**src/rtl/ex_wb_stage_pkg.sv**
```systemverilog
// Shared CPU definitions for the execute-to-writeback slice.
//   - Branch-type encodings carried in ctrl_brtype.
//   - Default datapath and register-address widths.
//   - Squash controller state encoding.
package ex_wb_stage_pkg;

    localparam int unsigned DATA_W_DEF  = 32;
    localparam int unsigned RADDR_W_DEF = 6;

    typedef enum logic [1:0] {
        BR_NONE = 2'b00,
        BR_Z    = 2'b01,
        BR_N    = 2'b10,
        BR_J    = 2'b11
    } brtype_e;

    typedef enum logic {
        ST_RUN,
        ST_SQUASH
    } squash_state_e;

endpackage

```
**src/rtl/ex_wb_stage_branch_squash_ctrl.sv**
```systemverilog
// Squash window controller: after a taken branch, kills the next
// SQUASH_DEPTH valid, unstalled slots.
// Ports:
//   clk, rst_n   clock, synchronous active-low reset
//   taken        a live branch resolves taken at this edge
//   in_valid     current slot holds a real instruction
//   in_stall     stage held; the window does not advance
//   in_flush     external flush; closes the window immediately
//   out_squash   high while the squash counter is non-zero
module branch_squash_ctrl
    import ex_wb_stage_pkg::*;
#(
    parameter int unsigned SQUASH_DEPTH = 2
) (
    input  logic clk,
    input  logic rst_n,
    input  logic taken,
    input  logic in_valid,
    input  logic in_stall,
    input  logic in_flush,
    output logic out_squash
);

    squash_state_e state, state_n;
    logic [2:0]    cnt, cnt_n;

    always_ff @(posedge clk) begin
        if (!rst_n) begin
            state <= ST_RUN;
            cnt   <= '0;
        end else begin
            state <= state_n;
            cnt   <= cnt_n;
        end
    end

    // taken is only ever asserted from RUN, since a slot inside the
    // window is never live.
    always_comb begin
        state_n = state;
        cnt_n   = cnt;
        case (state)
            ST_RUN: begin
                if (!in_flush && taken) begin
                    cnt_n   = 3'(SQUASH_DEPTH);
                    state_n = ST_SQUASH;
                end
            end
            ST_SQUASH: begin
                if (in_flush) begin
                    cnt_n   = '0;
                    state_n = ST_RUN;
                end else if (in_valid && !in_stall) begin
                    cnt_n = cnt - 3'd1;
                    if (cnt == 3'd1) begin
                        state_n = ST_RUN;
                    end
                end
            end
            default: begin
                cnt_n   = '0;
                state_n = ST_RUN;
            end
        endcase
    end

    assign out_squash = (state == ST_SQUASH);

endmodule

```
**src/rtl/ex_wb_stage.sv**
```systemverilog
// Execute-to-writeback stage: commits register-file writes, holds the
// architectural Z/N flags, resolves conditional branches and squashes
// younger slots after a taken branch.
// Ports:
//   clk, rst_n                 clock, synchronous active-low reset
//   in_valid, in_result, in_zero, in_mem_data, in_rd, in_pc_target
//                              instruction slot from the ALU
//   ctrl_regwrite, ctrl_memtoreg, ctrl_setflags, ctrl_brtype
//                              control bits travelling with the slot
//   in_stall, in_flush         hold / kill the current slot
//   out_rf_we, out_rf_waddr, out_rf_wdata   register-file write port
//   out_pc_load, out_pc_target              PC redirect
//   out_flag_z, out_flag_n                  architectural flags
//   out_squash                              squash window active
module ex_wb_stage
    import ex_wb_stage_pkg::*;
#(
    parameter int unsigned DATA_W       = DATA_W_DEF,
    parameter int unsigned RADDR_W      = RADDR_W_DEF,
    parameter int unsigned SQUASH_DEPTH = 2
) (
    input  logic               clk,
    input  logic               rst_n,
    input  logic               in_valid,
    input  logic [DATA_W-1:0]  in_result,
    input  logic               in_zero,
    input  logic [DATA_W-1:0]  in_mem_data,
    input  logic [RADDR_W-1:0] in_rd,
    input  logic [DATA_W-1:0]  in_pc_target,
    input  logic               ctrl_regwrite,
    input  logic               ctrl_memtoreg,
    input  logic               ctrl_setflags,
    input  logic [1:0]         ctrl_brtype,
    input  logic               in_stall,
    input  logic               in_flush,
    output logic               out_rf_we,
    output logic [RADDR_W-1:0] out_rf_waddr,
    output logic [DATA_W-1:0]  out_rf_wdata,
    output logic               out_pc_load,
    output logic [DATA_W-1:0]  out_pc_target,
    output logic               out_flag_z,
    output logic               out_flag_n,
    output logic               out_squash
);

    logic live;
    logic taken;

    assign live = in_valid && !in_stall && !in_flush && !out_squash;

    // Branch tests the flags as they stand before this edge, so a
    // set-flags-and-branch slot sees the previous instruction's flags.
    always_comb begin
        taken = 1'b0;
        if (live) begin
            case (ctrl_brtype)
                BR_J:    taken = 1'b1;
                BR_Z:    taken = out_flag_z;
                BR_N:    taken = out_flag_n;
                default: taken = 1'b0;
            endcase
        end
    end

    always_ff @(posedge clk) begin
        if (!rst_n) begin
            out_rf_we     <= 1'b0;
            out_rf_waddr  <= '0;
            out_rf_wdata  <= '0;
            out_pc_load   <= 1'b0;
            out_pc_target <= '0;
            out_flag_z    <= 1'b0;
            out_flag_n    <= 1'b0;
        end else begin
            out_rf_we   <= live && ctrl_regwrite;
            out_pc_load <= taken;
            if (live) begin
                out_rf_waddr <= in_rd;
                out_rf_wdata <= ctrl_memtoreg ? in_mem_data : in_result;
            end
            if (live && ctrl_setflags) begin
                out_flag_z <= in_zero;
                out_flag_n <= in_result[DATA_W-1];
            end
            if (taken) begin
                out_pc_target <= in_pc_target;
            end
        end
    end

    branch_squash_ctrl #(
        .SQUASH_DEPTH (SQUASH_DEPTH)
    ) u_squash (
        .clk        (clk),
        .rst_n      (rst_n),
        .taken      (taken),
        .in_valid   (in_valid),
        .in_stall   (in_stall),
        .in_flush   (in_flush),
        .out_squash (out_squash)
    );

endmodule

```
**config.mk**
```make
export PLATFORM = sky130hd
export DESIGN_NAME = ex_wb_stage
export DESIGN_NICKNAME = d
export VERILOG_FILES = /design/src/rtl/ex_wb_stage_pkg.sv /design/src/rtl/ex_wb_stage_branch_squash_ctrl.sv /design/src/rtl/ex_wb_stage.sv
export SDC_FILE = /design/constraint.sdc
export NUM_CORES = 1
export LEC_CHECK = 0
export ABC_AREA = 1
export ABC_CLOCK_PERIOD_IN_PS = 1810
export CORE_ASPECT_RATIO = 1.2
export CORE_MARGIN = 2
export CORE_UTILIZATION = 25
export DETAILED_ROUTE_END_ITERATION = 7
export GPL_ROUTABILITY_DRIVEN = 0
export GPL_TIMING_DRIVEN = 0
export PLACE_DENSITY_LB_ADDON = 0.2
export SYNTH_ARGS = -nofsm -noshare
export SYNTH_HDL_FRONTEND = slang
export SYNTH_SLANG_ARGS = --single-unit
export TNS_END_PERCENT = 5
```
**constraint.sdc**
```tcl
create_clock -name clk -period 1.81 [get_ports clk]
set_clock_uncertainty 0.05 [all_clocks]
set_input_delay 0.543 -clock clk [delete_from_list [all_inputs] [get_ports clk]]
set_output_delay 0.543 -clock clk [all_outputs]
set_load 0.01 [all_outputs]
```
### Yosys cells after proc, flatten, opt, wreduce, memory -nomap -nowiden

Cells that the tools add are included.

| operators by class | value |
|---|---|
| multipliers | 0 |
| bitwise operators | 1 |
| magnitude comparators | 0 |
| shift operators | 0 |
| equal/unequal tests | 6 |
| muxes and demuxes | 12 |
| reduce and logical (&&, ||, !) cells | 10 |
| add/sub/neg operators | 1 |
| divide/modulo/power cells | 0 |

Operators by type and width:

| kind | count |
|---|---|
| 32-bit 2-to-1 mux | 1 |
| 3-bit 2-to-1 mux | 3 |
| 1-bit logical AND | 6 |
| 3-bit case mux with 2 select lines | 1 |
| 1-bit 2-to-1 mux | 5 |
| 2-bit equality test (second input constant) | 2 |
| 3-bit by 1-bit equality test with 1-bit output (second input constant) | 1 |
| 1-bit logical NOT | 3 |
| 3-bit != test (second input constant) | 1 |
| 1-bit case mux with 3 select lines | 1 |
| 3-bit by 1-bit subtractor with 3-bit output (second input constant) | 1 |
| 2-bit by 1-bit equality test with 1-bit output (second input constant) | 1 |
| 2-bit by 1-bit != test with 1-bit output (second input constant) | 1 |
| 1-bit case mux with 2 select lines | 1 |
| 2-bit AND reduction | 1 |
| 1-bit inverter | 1 |

| word-level totals | value |
|---|---|
| memories | 0 |
| memory bits (read-only) | 0 |
| logic and storage cells | 39 |
| register bits after elaboration | 78 |
| output and inout bits | 75 |
| memory bits (writable) | 0 |
| input bits | 113 |
| latch bits | 0 |

### Depth between registers and ports, before layout

| logic depth | value |
|---|---|
| depth after elaboration | 8 |
| mapped depth | 9 |
| depth with buffers taken out | 8 |

### Hierarchy

Synthesis repeated with hierarchy kept, for this count alone.

| unflattened totals | value |
|---|---|
| cells, all modules | 548 |
| area, all modules | 3559.7 um^2 |

By module, submodules not included:

| module | seq. area each (um^2) | cells each | times used | area an instance (um^2) |
|---|---|---|---|---|
| ex_wb_stage | 1481.4 | 507 | 1 | 3301.9 |
| branch_squash_ctrl | 80.1 | 41 | 1 | 257.7 |

### Worst setup path before layout

OpenSTA, ideal clock, no wires.

| timing path | value |
|---|---|
| kind | input -> register |
| from | input in_stall |
| to | register out_pc_target[13] |
| setup time | 113 ps |
| path buffers | 2 |
| data required time | 1647 ps |
| slack | 364 ps |
| arrival time | 1283 ps |
| stages on the path | 8 |
| path through | inv_1 > nand2_1 > nor2_4 > nand3_2 > buf_6 > buf_4 > o21ai_1 > nor2_1 |

| between the ends | value |
|---|---|
| longest elaborated chain between the ends | 5 |

RTL lines:

| element | line | source |
|---|---|---|
| from (decl) | ex_wb_stage.sv:34 | `input logic in_stall,` |
| 1-bit logical NOT | ex_wb_stage.sv:49 | `assign live = in_valid && !in_stall && !in_flush && !out_squash;` |
| 1-bit logical AND (3 in a row) | ex_wb_stage.sv:49 |  |
| 1-bit 2-to-1 mux | ex_wb_stage.sv:55 | `if (live) begin` |
| to (signal assigned) | ex_wb_stage.sv:86 | `out_pc_target <= in_pc_target;` |
| to (decl) | ex_wb_stage.sv:40 | `output logic [DATA_W-1:0] out_pc_target,` |

Every way passes these cells.
A chain may end at the register's enable or synchronous reset.

### Final worst setup path

| timing path | value |
|---|---|
| from | register out_rf_we |
| to | output out_rf_we |

RTL lines:

| element | line | source |
|---|---|---|
| from (decl) | ex_wb_stage.sv:36 | `output logic out_rf_we,` |
| from (signal assigned) | ex_wb_stage.sv:75 | `out_rf_we <= live && ctrl_regwrite;` |

No word-level cell between the ends.

==> reports/qor.txt <==
Cell area after placement = 5150 um^2
Leak Pwr = 2.81 nW
Detailed Place HPWL = 7340 um
Max frequency = 567 MHz
Register area = 1560 um^2
Fin. max-slew vios = 0
H-tree level count = 3
Drt pass-1 iters = 4
Post-CTS Resized = 47
Placeable Area = 12100 um^2
Worst path slowest cell = clkdlybuf4s50_1
# port buffers = 185
Post-Syn Nets = 482
Period Utilization, post-route = 97.4%
Die Width = 106 um
Initial antenna violation count = 0
Max_cap viols = 0
Hold Slack = 424 ps
Clk_lat worst skew = 330 ps
Commonest cells after routing, fill and taps aside = 111 x clkdlybuf4s50_1, 84 x nor2_1, 78 x dfxtp_1
Critical path type = reg2out
CTS tree = built
WP buf/inv = 1
Vias in the first global route = 3215
IO Pins = 188
R2r startpoint = u_squash.out_squash$_SDFF_PN0_
First-pass GRT wire length = 15500 um
Vias per inst = 4.40
CTS Buf Count = 9
WP data required = 1220 ps
CTS max path bufs = 2
Hold_sp = out_pc_target[18]$_SDFFE_PN0P_
RSZ-0062 raised after global routing = true
Commonest non-fill, non-tap cell in the layout = clkdlybuf4s50_1
Worst VDD drop = 445 uV
Largest cells by area after synthesis = dfxtp_1 50%, mux2i_1 10%, nor2_1 10%
Clock transition at path regs = 60 ps
Die Area = 13300 um^2
Synth unique cells = 23
Critical Path Sink Type = output port
Synth warn = 0
HP Class = reg2reg
Starting Density = 25.6%
Cell Chain, Critical Path = clkdlybuf4s50_1
DR iter-0 viols = 108
Slew HR = 60.8%
Post-Syn Area per Cell = 8.44 um^2
Share of cells above drive strength 1 = 7.57%
Residual DRC = 0
Post-synthesis register bit count = 78
Design area = 5500 um^2
Vias = 3204
R2R setup slack = 430 ps
Post-Syn Instances = 367
Clock Root Buffer = clkbuf_16
Final Hold Viols = 0
Largest net degree at the start of global routing = 15
Synth-to-Final Area Change = 77.4%
Fill count = 1217
Antenna-violating nets left = 0
Pwr dens = 792 nW/um^2
Post-synth top area cell = dfxtp_1
GRT Util Overall = 14.6%
Post-Place Worst Slack = -313 ps
Row cnt = 44
Worst-Margin Slew = 588 ps
Die Y = 126 um
# hold bufs at CTS = 0
Routed WL = 9690 um
CP Launch Type = register
Top-area cell type share of the netlist area = 50.4%
Final setup margin = 47.3 ps
Multi-input gate area in the final layout = 1340 um^2
Fin crit period = 1760 ps
Gr ovfl total = 0
Status = finished, final reports clean
Area of the mapped netlist = 3100 um^2
# nets final = 678
Antenna cells = 0
Top Family by Delay on Critical Path = buffers and inverters
Final Setup Violations = 0
Crit-path max cell delay = 540 ps
WL/cell = 13.3 um
Crit-path max FO = 1
Critical path origin = out_rf_we$_SDFF_PN0_
Sequential fraction of the synthesis area = 50.4%
Post-CTS Setup Inserts = 0
TritonCTS Sinks = 78
Crit path DAT = 1170 ps
Yosys cell counts (all sizes together):
library cell	n
or2	2
nand3	7
dfxtp	78
clkinv	1
nand3b	1
nor3	1
a21oi	37
nand2	14
inv	9
o21ai	71
clkbuf	10
nor2	85
ha	2
buf	17
mux2i	32
report_power, final:
part	switching (W)	internal, W	total [W]	leakage [nW]
Sequential	0.0000282	0.00178	0.00181	0.635
Combinational	0.000239	0.000367	0.000606	2.02
Clock	0.000725	0.00121	0.00194	0.156
Total	0.000992	0.00336	0.00435	2.81
per-stage QoR:
stage	TNS [ps]	power (W)	instances	util, %
6_report	0	0.00435	729	45.4
4_1_cts	0	0.00442	729	44.7
3_3_place_gp	-18340	0.00248	713	42.5
3_5_place_dp	-19110	0.00249	713	42.5
2_1_floorplan	0	0.00207	367	-
5_1_grt	-3.60	0.00455	729	45.4
flip-flops by register name (all words and copies together), names as in the netlist:
signal,count
u_squash.cnt,3
out_flag_n,1
out_pc_target,32
out_pc_load,1
out_flag_z,1
u_squash.out_squash,1
out_rf_wdata,32
out_rf_we,1
out_rf_waddr,6
area by class of cell:
type                       instances  area share (%)
timing repair buffer             185            33.9
sequential                        78            28.4
multi-input combinational        252            24.4
clock buffer                       9            4.10
tap                              161            3.67
buffer                            27            3.07
clock inverter                     7            1.73
inverter                          10           0.774
per-layer routing:
metal	up-vias	track usage [%]	share of wire, %
met5	-	0	0
met4	0	6.27	1.4
met3	10	3.57	7.8
met2	129	24.5	47
met1	1444	17.6	44
li1	1621	-	-
worst paths after layout:
check | end | depth (start not counted)
setup / recovery | out_rf_we | 1
hold / removal | out_pc_target[18]$_SDFFE_PN0P_ | 2
setup reg to reg | out_pc_target[15]$_SDFFE_PN0P_ | 8
hold reg to reg | out_pc_target[18]$_SDFFE_PN0P_ | 2
logic make-up (layout without fill, tap and decap cells):
group / Yosys count / in the layout / synth area share, %
muxes: 32 / 32 / 10.3
DFF: 78 / 78 / 50.4
and+or+nand+nor: 110 / 110 / 14.4
adders and majority gates: 2 / 2 / 0.808
buffers and inverters: 37 / 238 / 6.58
AOI/OAI and AO/OA: 108 / 108 / 17.4
No activity file was read; power rests on OpenSTA's default activity.
